**config.mk**
```make
export PLATFORM = sky130hd
export DESIGN_NAME = mcd212_ram_arbiter
export DESIGN_NICKNAME = d
export VERILOG_FILES = /design/src/rtl/mcd212_ram_arbiter.sv
export SDC_FILE = /design/constraint.sdc
export NUM_CORES = 1
export LEC_CHECK = 0
export CAP_MARGIN = 20
export CORE_MARGIN = 1.5
export CORE_UTILIZATION = 43
export CTS_CLUSTER_DIAMETER = 100
export DETAILED_ROUTE_END_ITERATION = 8
export GPL_ROUTABILITY_DRIVEN = 1
export PLACE_DENSITY = 0.89
export SLEW_MARGIN = 20
export SYNTH_ARGS = -nofsm -noshare
export SYNTH_HDL_FRONTEND = slang
export SYNTH_SLANG_ARGS = --single-unit
export TNS_END_PERCENT = 20
```
**constraint.sdc**
```tcl
create_clock -name clk -period 2.05 [get_ports clk]
set_input_delay 0.41 -clock clk [delete_from_list [all_inputs] [get_ports clk]]
set_output_delay 0.41 -clock clk [all_outputs]
set_load 0.01 [all_outputs]
```
**src/rtl/mcd212_ram_arbiter.sv**
```systemverilog
`default_nettype none
// ============================================================================
//  Module   : mcd212_ram_arbiter
//  Purpose  : Single-port arbiter/sequencer for the MCD212 system DRAM.
//             Shares one RAM command port between the CPU (read/write,
//             byte lanes), the ICA/DCA control-table fetcher (read) and the
//             display-file pixel fetcher (read). Fixed priority
//             file > ica > cpu, with a starvation limit that forces a CPU
//             grant after CPU_STARVE_LIMIT consecutive video grants.
//  Ports    : clk, reset                 - clock, synchronous active-high reset
//             i_cpu_*  / o_cpu_*         - CPU request, data and ack
//             i_ica_*  / o_ica_*         - ICA fetch request, data and ack
//             i_file_* / o_file_*        - display-file request, data and ack
//             o_ram_*  / i_ram_rdata     - RAM command port and read data
//  Revision : 1.0 - initial release
// ============================================================================
module mcd212_ram_arbiter #(
   parameter int READ_LATENCY     = 2,
   parameter int CPU_STARVE_LIMIT = 4
) (
   input  logic        clk,
   input  logic        reset,
   input  logic        i_cpu_as,
   input  logic        i_cpu_write,
   input  logic        i_cpu_uds,
   input  logic        i_cpu_lds,
   input  logic [18:0] i_cpu_adr,
   input  logic [15:0] i_cpu_din,
   output logic [15:0] o_cpu_dout,
   output logic        o_cpu_bus_ack,
   input  logic        i_ica_as,
   input  logic [18:0] i_ica_adr,
   output logic [15:0] o_ica_dout,
   output logic        o_ica_bus_ack,
   input  logic        i_file_as,
   input  logic [18:0] i_file_adr,
   output logic [15:0] o_file_dout,
   output logic        o_file_bus_ack,
   output logic        o_ram_cs,
   output logic        o_ram_we,
   output logic [1:0]  o_ram_be,
   output logic [18:0] o_ram_addr,
   output logic [15:0] o_ram_wdata,
   input  logic [15:0] i_ram_rdata
);

   typedef enum logic [1:0] {
      S_IDLE  = 2'd0,
      S_ISSUE = 2'd1,
      S_WAIT  = 2'd2,
      S_DONE  = 2'd3
   } state_t;

   // Requester ids double as bit positions in the mask vector.
   localparam logic [1:0] c_ID_CPU  = 2'd0;
   localparam logic [1:0] c_ID_ICA  = 2'd1;
   localparam logic [1:0] c_ID_FILE = 2'd2;
   localparam logic [3:0] c_LIMIT   = 4'(CPU_STARVE_LIMIT);
   localparam logic [3:0] c_LAST    = 4'(READ_LATENCY - 1);

   state_t      r_state;
   state_t      w_next;
   logic [1:0]  r_win;
   logic [18:0] r_addr;
   logic        r_we;
   logic [1:0]  r_be;
   logic [15:0] r_wdata;
   logic [3:0]  r_lat_cnt;
   logic [3:0]  r_starve;
   logic [2:0]  r_mask;
   logic [15:0] r_cpu_dout;
   logic [15:0] r_ica_dout;
   logic [15:0] r_file_dout;

   logic        w_cpu_eff;
   logic        w_ica_eff;
   logic        w_file_eff;
   logic        w_grant;
   logic [1:0]  w_win;
   logic        w_last_wait;

   // Winner selection and next state. The mask only exists to stop the
   // requester that was just acked from being re-granted in the IDLE cycle
   // right after its DONE, before it has had a chance to drop as.
   always_comb begin
      w_cpu_eff   = i_cpu_as & (i_cpu_uds | i_cpu_lds) & ~r_mask[c_ID_CPU];
      w_ica_eff   = i_ica_as  & ~r_mask[c_ID_ICA];
      w_file_eff  = i_file_as & ~r_mask[c_ID_FILE];
      w_grant     = w_cpu_eff | w_ica_eff | w_file_eff;
      w_last_wait = (r_lat_cnt == c_LAST);
      w_win       = c_ID_CPU;
      if (w_cpu_eff && (r_starve == c_LIMIT)) begin
         w_win = c_ID_CPU;
      end else if (w_file_eff) begin
         w_win = c_ID_FILE;
      end else if (w_ica_eff) begin
         w_win = c_ID_ICA;
      end

      w_next = r_state;
      case (r_state)
         S_IDLE:  if (w_grant) w_next = S_ISSUE;
         S_ISSUE: w_next = r_we ? S_DONE : S_WAIT;
         S_WAIT:  if (w_last_wait) w_next = S_DONE;
         S_DONE:  w_next = S_IDLE;
         default: w_next = S_IDLE;
      endcase
   end

   always_ff @(posedge clk) begin
      if (reset) begin
         r_state     <= S_IDLE;
         r_win       <= c_ID_CPU;
         r_addr      <= '0;
         r_we        <= 1'b0;
         r_be        <= 2'b00;
         r_wdata     <= '0;
         r_lat_cnt   <= '0;
         r_starve    <= '0;
         r_mask      <= '0;
         r_cpu_dout  <= '0;
         r_ica_dout  <= '0;
         r_file_dout <= '0;
      end else begin
         r_state <= w_next;
         case (r_state)
            S_IDLE: begin
               r_mask <= '0;
               // Counts video grants that jumped ahead of a waiting CPU.
               if (!w_cpu_eff || (w_win == c_ID_CPU)) begin
                  r_starve <= '0;
               end else if (r_starve != c_LIMIT) begin
                  r_starve <= r_starve + 4'd1;
               end
               if (w_grant) begin
                  r_win <= w_win;
                  if (w_win == c_ID_CPU) begin
                     r_addr  <= i_cpu_adr;
                     r_we    <= i_cpu_write;
                     r_be    <= {i_cpu_uds, i_cpu_lds};
                     r_wdata <= i_cpu_din;
                  end else begin
                     r_addr <= (w_win == c_ID_ICA) ? i_ica_adr : i_file_adr;
                     r_we   <= 1'b0;
                     r_be   <= 2'b11;
                  end
               end
            end
            S_ISSUE: r_lat_cnt <= '0;
            S_WAIT: begin
               r_lat_cnt <= r_lat_cnt + 4'd1;
               if (w_last_wait) begin
                  case (r_win)
                     c_ID_CPU:  r_cpu_dout  <= i_ram_rdata;
                     c_ID_ICA:  r_ica_dout  <= i_ram_rdata;
                     default:   r_file_dout <= i_ram_rdata;
                  endcase
               end
            end
            S_DONE: r_mask <= 3'b001 << r_win;
            default: ;
         endcase
      end
   end

   assign o_ram_cs       = (r_state == S_ISSUE);
   assign o_ram_we       = (r_state == S_ISSUE) & r_we;
   assign o_ram_be       = (r_state == S_ISSUE) ? r_be : 2'b00;
   assign o_ram_addr     = r_addr;
   assign o_ram_wdata    = r_wdata;
   assign o_cpu_bus_ack  = (r_state == S_DONE) && (r_win == c_ID_CPU);
   assign o_ica_bus_ack  = (r_state == S_DONE) && (r_win == c_ID_ICA);
   assign o_file_bus_ack = (r_state == S_DONE) && (r_win == c_ID_FILE);
   assign o_cpu_dout     = r_cpu_dout;
   assign o_ica_dout     = r_ica_dout;
   assign o_file_dout    = r_file_dout;

endmodule
`default_nettype wire

```
[Word level (Yosys, flattened, before mapping)]
Index checks and enable logic that the tools add are counted.
Word-level totals
  output and inout bits: 90
  logic and storage cells: 74
  register bits after elaboration: 101
  input bits: 97
Cells by class
  shift operators: 1
  bitwise gates (word level): 12
  $add $sub $neg: 2
  eq/ne operators: 11
  reductions and logical operators: 20
  muxes and demuxes: 16
Operator list (number)
  2-to-1 mux 19 bit: 2
  2-to-1 mux 2 bit: 6
  AND reduction 3 bit: 4
  adder 4 x 1 -> 4 bit, second input constant: 2
  2-to-1 mux 4 bit: 2
  case mux 2 bit (4 select lines): 1
  case mux 4 bit (2 select lines): 1
  == test 2 x 1 -> 1 bit, second input constant: 3
  == test 2 bit, second input constant: 3
  logical NOT 2 bit: 3
  case mux 3 bit (2 select lines): 1
  AND reduction 2 bit: 3
  nonzero test 2 bit: 3
  AND 1 bit: 5
  == test 4 x 1 -> 1 bit, second input constant: 1
  == test 4 x 3 -> 1 bit, second input constant: 1
  logical AND 1 bit: 4
  inequality test 2 bit, second input constant: 2
  inequality test 4 x 3 -> 1 bit, second input constant: 1
  NOT 1 bit: 4
  2-to-1 mux 1 bit: 3
  bitwise OR 1 bit: 3
  << shifter 1 x 2 -> 3 bit, first input constant: 1
  OR reduction 2 bit: 1
  2 further kinds: 2

[Logic depth before layout (Yosys ltp)]
  depth after elaboration: 9
  gate-level depth with buffers: 8
  depth with buffers taken out: 6

[Least setup slack after synthesis]
OpenSTA, ideal clock, no wires.
  path kind: in2reg
  start point: input port i_file_as
  end point: register r_addr[10] (netlist: o_ram_addr[10])
  buffers on the path: 1
  stages on the path: 5
  required time: 1928 ps
  arrival: 1670 ps
  library setup time: 122 ps
  path slack: 258 ps
  cells stage by stage: nor2b_1 > nor2_1 > clkbuf_1 > mux2_2 > a221o_1
Between the ends
  cells in the longest elaborated chain, start to end: 6
  elaborated cells on any way between the ends: 9
  those cells by class: 1 x eq/ne; 4 x mux; 2 x bitwise; 2 x reduce/logical
Ends and longest elaborated chain
  from (decl): line 35  | input logic i_file_as,
  AND 1 bit (*): line 88  | w_file_eff = i_file_as & ~r_mask[c_ID_FILE];
  2-to-1 mux 2 bit: line 94  | end else if (w_file_eff) begin
  2-to-1 mux 2 bit: line 92  | if (w_cpu_eff && (r_starve == c_LIMIT)) begin
  == test 2 x 1 -> 1 bit: line 143  | r_addr <= (w_win == c_ID_ICA) ? i_ica_adr : i_file_adr;
  2-to-1 mux 19 bit: line 143
  2-to-1 mux 19 bit: line 137  | if (w_win == c_ID_CPU) begin
  to (signal assigned): line 138  | r_addr <= i_cpu_adr;
  to (signal assigned): line 143
  to (decl): line 64  | logic [18:0] r_addr;
Every way passes the cells marked *; elsewhere a longest branch is shown, timed or not.
A chain may end at the register's enable or synchronous reset.

[Final worst setup path]
  start point: register r_state[1]
  end point: output port o_ram_cs
Between the ends
  cells in the longest elaborated chain, start to end: 1
Ends and longest elaborated chain
  from (decl): line 61  | state_t r_state;
  from (signal assigned): line 125  | r_state <= w_next;
  == test 2 x 1 -> 1 bit: line 166  | assign o_ram_cs = (r_state == S_ISSUE);
  to (decl): line 39  | output logic o_ram_cs,
No other way between the ends.

==> impl_metrics.env <==
export IMPL_powerDensity_nw_per_um2=745
export IMPL_syn_inst=446
export IMPL_chipWidth_um=104
export IMPL_antennaDiodeCount=0
export IMPL_critical_path_required_ns=1.64
export IMPL_arrival_ns=1.51
export IMPL_timing_final_crit_share=0.937
export IMPL_ys_ff_latch=101
export IMPL_critical_path_max_stage_delay_ns=0.54
export IMPL_timing_max_cap_violations=0
export IMPL_io_pins=187
export IMPL_postSynthAreaPerCell_sq_um=9.92
export IMPL_grt_max_degree=103
export IMPL_clock_root_buffer="clkbuf_8"
export IMPL_area_delta_synth_final_pct=53.3
export IMPL_crit_reg2reg_launch="r_state[0]$_SDFFE_PP0P_"
export IMPL_start_kind="flop"
export IMPL_place_congestion=0.843
export IMPL_drt_iter0_drc=190
export IMPL_drv_slew=0
export IMPL_synth_cell_area_sq_um=4420
export IMPL_layout_commonest_cell="clkdlybuf4s50_1"
export IMPL_dieArea_sq_um=10900
export IMPL_clock_sinks=101
export IMPL_drtPass1Iterations=4
export IMPL_ir_drop_mv=0.506
export IMPL_dp_hpwl_mm=9.26
export IMPL_skew_ns=0.00881
export IMPL_gr_max_usage_layer="met2"
export IMPL_core_sq_um=9860
export IMPL_fin_cells=772
export IMPL_p_leak_nw=2.71
export IMPL_yosys_top_cells_area="dfxtp_1, mux2i_1, nor2_1, mux2_2, a221o_1"
export IMPL_fin_setup_tns_ns=0
export IMPL_outcome="finished clean"
export IMPL_crit_fanout=5
export IMPL_placed_cells=754
export IMPL_yosys_warnings=0
export IMPL_mostFrequentLayoutCells="clkdlybuf4s50_1, dfxtp_1, nor2_1, mux2i_1, a21oi_1"
export IMPL_use_met2=0.407
export IMPL_grt_antenna_before_repair=0
export IMPL_antenna_left=0
export IMPL_cts_tree="done"
export IMPL_drive_above_1_share=0.138
export IMPL_grt_pass1_wl_mm=20.5
export IMPL_wl_mm=12.8
export IMPL_rsz0062_at_grt="false"
export IMPL_clk_pin_slew_ns=0.10
export IMPL_overflow=0
export IMPL_hp_class="flop to flop"
export IMPL_die_y_um=104
export IMPL_num_vias=4118
export IMPL_path_delay_family="buffers and inverters"
export IMPL_clock_latency_ns=0.37
export IMPL_yosys_area_top_type="dfxtp_1"
export IMPL_initial_utilization=0.448
export IMPL_nNetsFinal=739
export IMPL_gr_usage_met1=0.252
export IMPL_htree_levels=3
export IMPL_max_clock_freq_ghz=0.520
export IMPL_worst_slew_pin_slew_ns=0.556
export IMPL_yosysTopAreaCellShare=0.457
export IMPL_timing_critical_path_buf_inv=2
export IMPL_wl_per_cell_um=16.6
export IMPL_drc=0
export IMPL_io_buffers=186
export IMPL_vias_per_cell=5.33
export IMPL_row_count=36
export IMPL_critPathSlowestCell="clkdlybuf4s50_1"
export IMPL_syn_num_nets=551
export IMPL_hold_start="o_ram_wdata[9]$_SDFFE_PP0P_"
export IMPL_grt_usage=0.234
export IMPL_yosysSeqAreaShare=0.457
export IMPL_end_kind="output port"
export IMPL_period_needed_ns=1.92
export IMPL_synthDistinctLibCells=43
export IMPL_fill_cells=726
export IMPL_multi_input_area_sq_um=2240
export IMPL_startpoint="r_state[1]$_SDFFE_PP0P_"
export IMPL_seq_area_sq_um=2030
export IMPL_ctsLongestPathBuffers=2
export IMPL_final_hold_viol_count=0
export IMPL_crit_type="flop to output port"
export IMPL_grt_pass1_vias=4101
export IMPL_gr_usage_met3=0.0915
export IMPL_path_cells="inv_2 -> ha_4 -> clkdlybuf4s50_1"
export IMPL_relSlewSlack=0.629
export IMPL_cts_buffers=9
export IMPL_setup_violations_final=0
state kept, by name, summed over array words and instances (netlist names):
name,flops
r_we,1
r_win,2
r_be,2
r_lat_cnt,4
o_ica_dout,16
r_starve,4
r_state,2
r_mask,3
o_ram_addr,19
o_file_dout,16
o_cpu_dout,16
o_ram_wdata,16
stage by stage:
stage	total power, mW	hold slack (ns)	instance area (sq um)	utilization	setup WS [ns]
finish	5.05	0.481	6780	0.687	0.128
global route	5.31	0.501	6780	0.687	0.0434
CTS	5.05	0.484	6740	0.684	-0.133
detailed placement	3.86	0.469	6560	0.665	-0.394
global placement	3.80	0.460	6560	0.665	-0.301
floorplan	3.11	0.449	4420	-	0.258
cells in the mapped netlist (all sizes together):
library cell,count
and4bb,1
nand2b,6
nor3,10
o31ai,1
dfxtp,101
o21ai,22
nand3b,2
nand3,18
xor2,2
a21oi,30
and2,3
mux2i,51
mux2,19
a2111o,1
inv,9
o211a,1
nand2,7
nor2b,2
buf,15
o211ai,1
a32oi,1
a31oi,1
nor2,67
ha,8
a21boi,1
or3,3
a221o,19
and3,1
nand4,2
nor3b,2
nor4b,20
clkbuf,19
cell families (layout without fill, tap and decap cells):
group           after synthesis  in the layout  share of synthesized area
compound gates               78             78                      0.116
xor+xnor                      2              2                    0.00396
fa+ha+maj                     8              8                     0.0226
buf+inv                      43            236                     0.0450
flops                       101            101                      0.457
mux                          70             70                      0.164
simple gates                144            144                      0.192
report_power, final:
| group | total (mW) | internal (mW) | leakage (nW) | switching (mW) |
|---|---|---|---|---|
| Sequential | 2.26 | 2.13 | 0.820 | 0.124 |
| Clock | 1.19 | 0.458 | 0.0881 | 0.731 |
| Combinational | 1.60 | 0.814 | 1.80 | 0.789 |
| Total | 5.05 | 3.40 | 2.71 | 1.64 |
final cells by class:
type                            instances  area share
Multi-Input combinational cell        302       0.331
Timing Repair Buffer                  211       0.314
Sequential cell                       101       0.299
Tap cell                              133      0.0245
Clock buffer                            9      0.0183
Clock inverter                          7     0.00849
Inverter                                9     0.00498
worst paths after layout:
kind	depth (start not counted)	endpoint	slack (ns)
worst max-delay path	3	o_ram_cs	0.13
worst min-delay path	2	o_ram_wdata[9]$_SDFFE_PP0P_	0.48
worst max register to register	7	o_ram_addr[2]$_SDFFE_PP0P_	0.22
worst min register to register	2	o_ram_wdata[9]$_SDFFE_PP0P_	0.48
per-layer routing:
layer / vias up / routed length [um]
met5: - / 0
met4: 0 / 224
met3: 18 / 1320
met2: 184 / 6260
met1: 1937 / 4990
li1: 1979 / -
repair_timing:
item,CTS,global route
pin swaps,2,0
buffers inserted,0,2
hold buffers,0,0
setup endpoints to repair,23,21
endpoints found under the hold margin,0,0
resized for setup,10,4
worst min-delay path, delay by kind of cell, from the launching register on:
kind,cells,cell delay (ns)
flip-flops,1,0.32
AO/OA/AOI/OAI,2,0.12
Power figures use the tool's default switching activity.
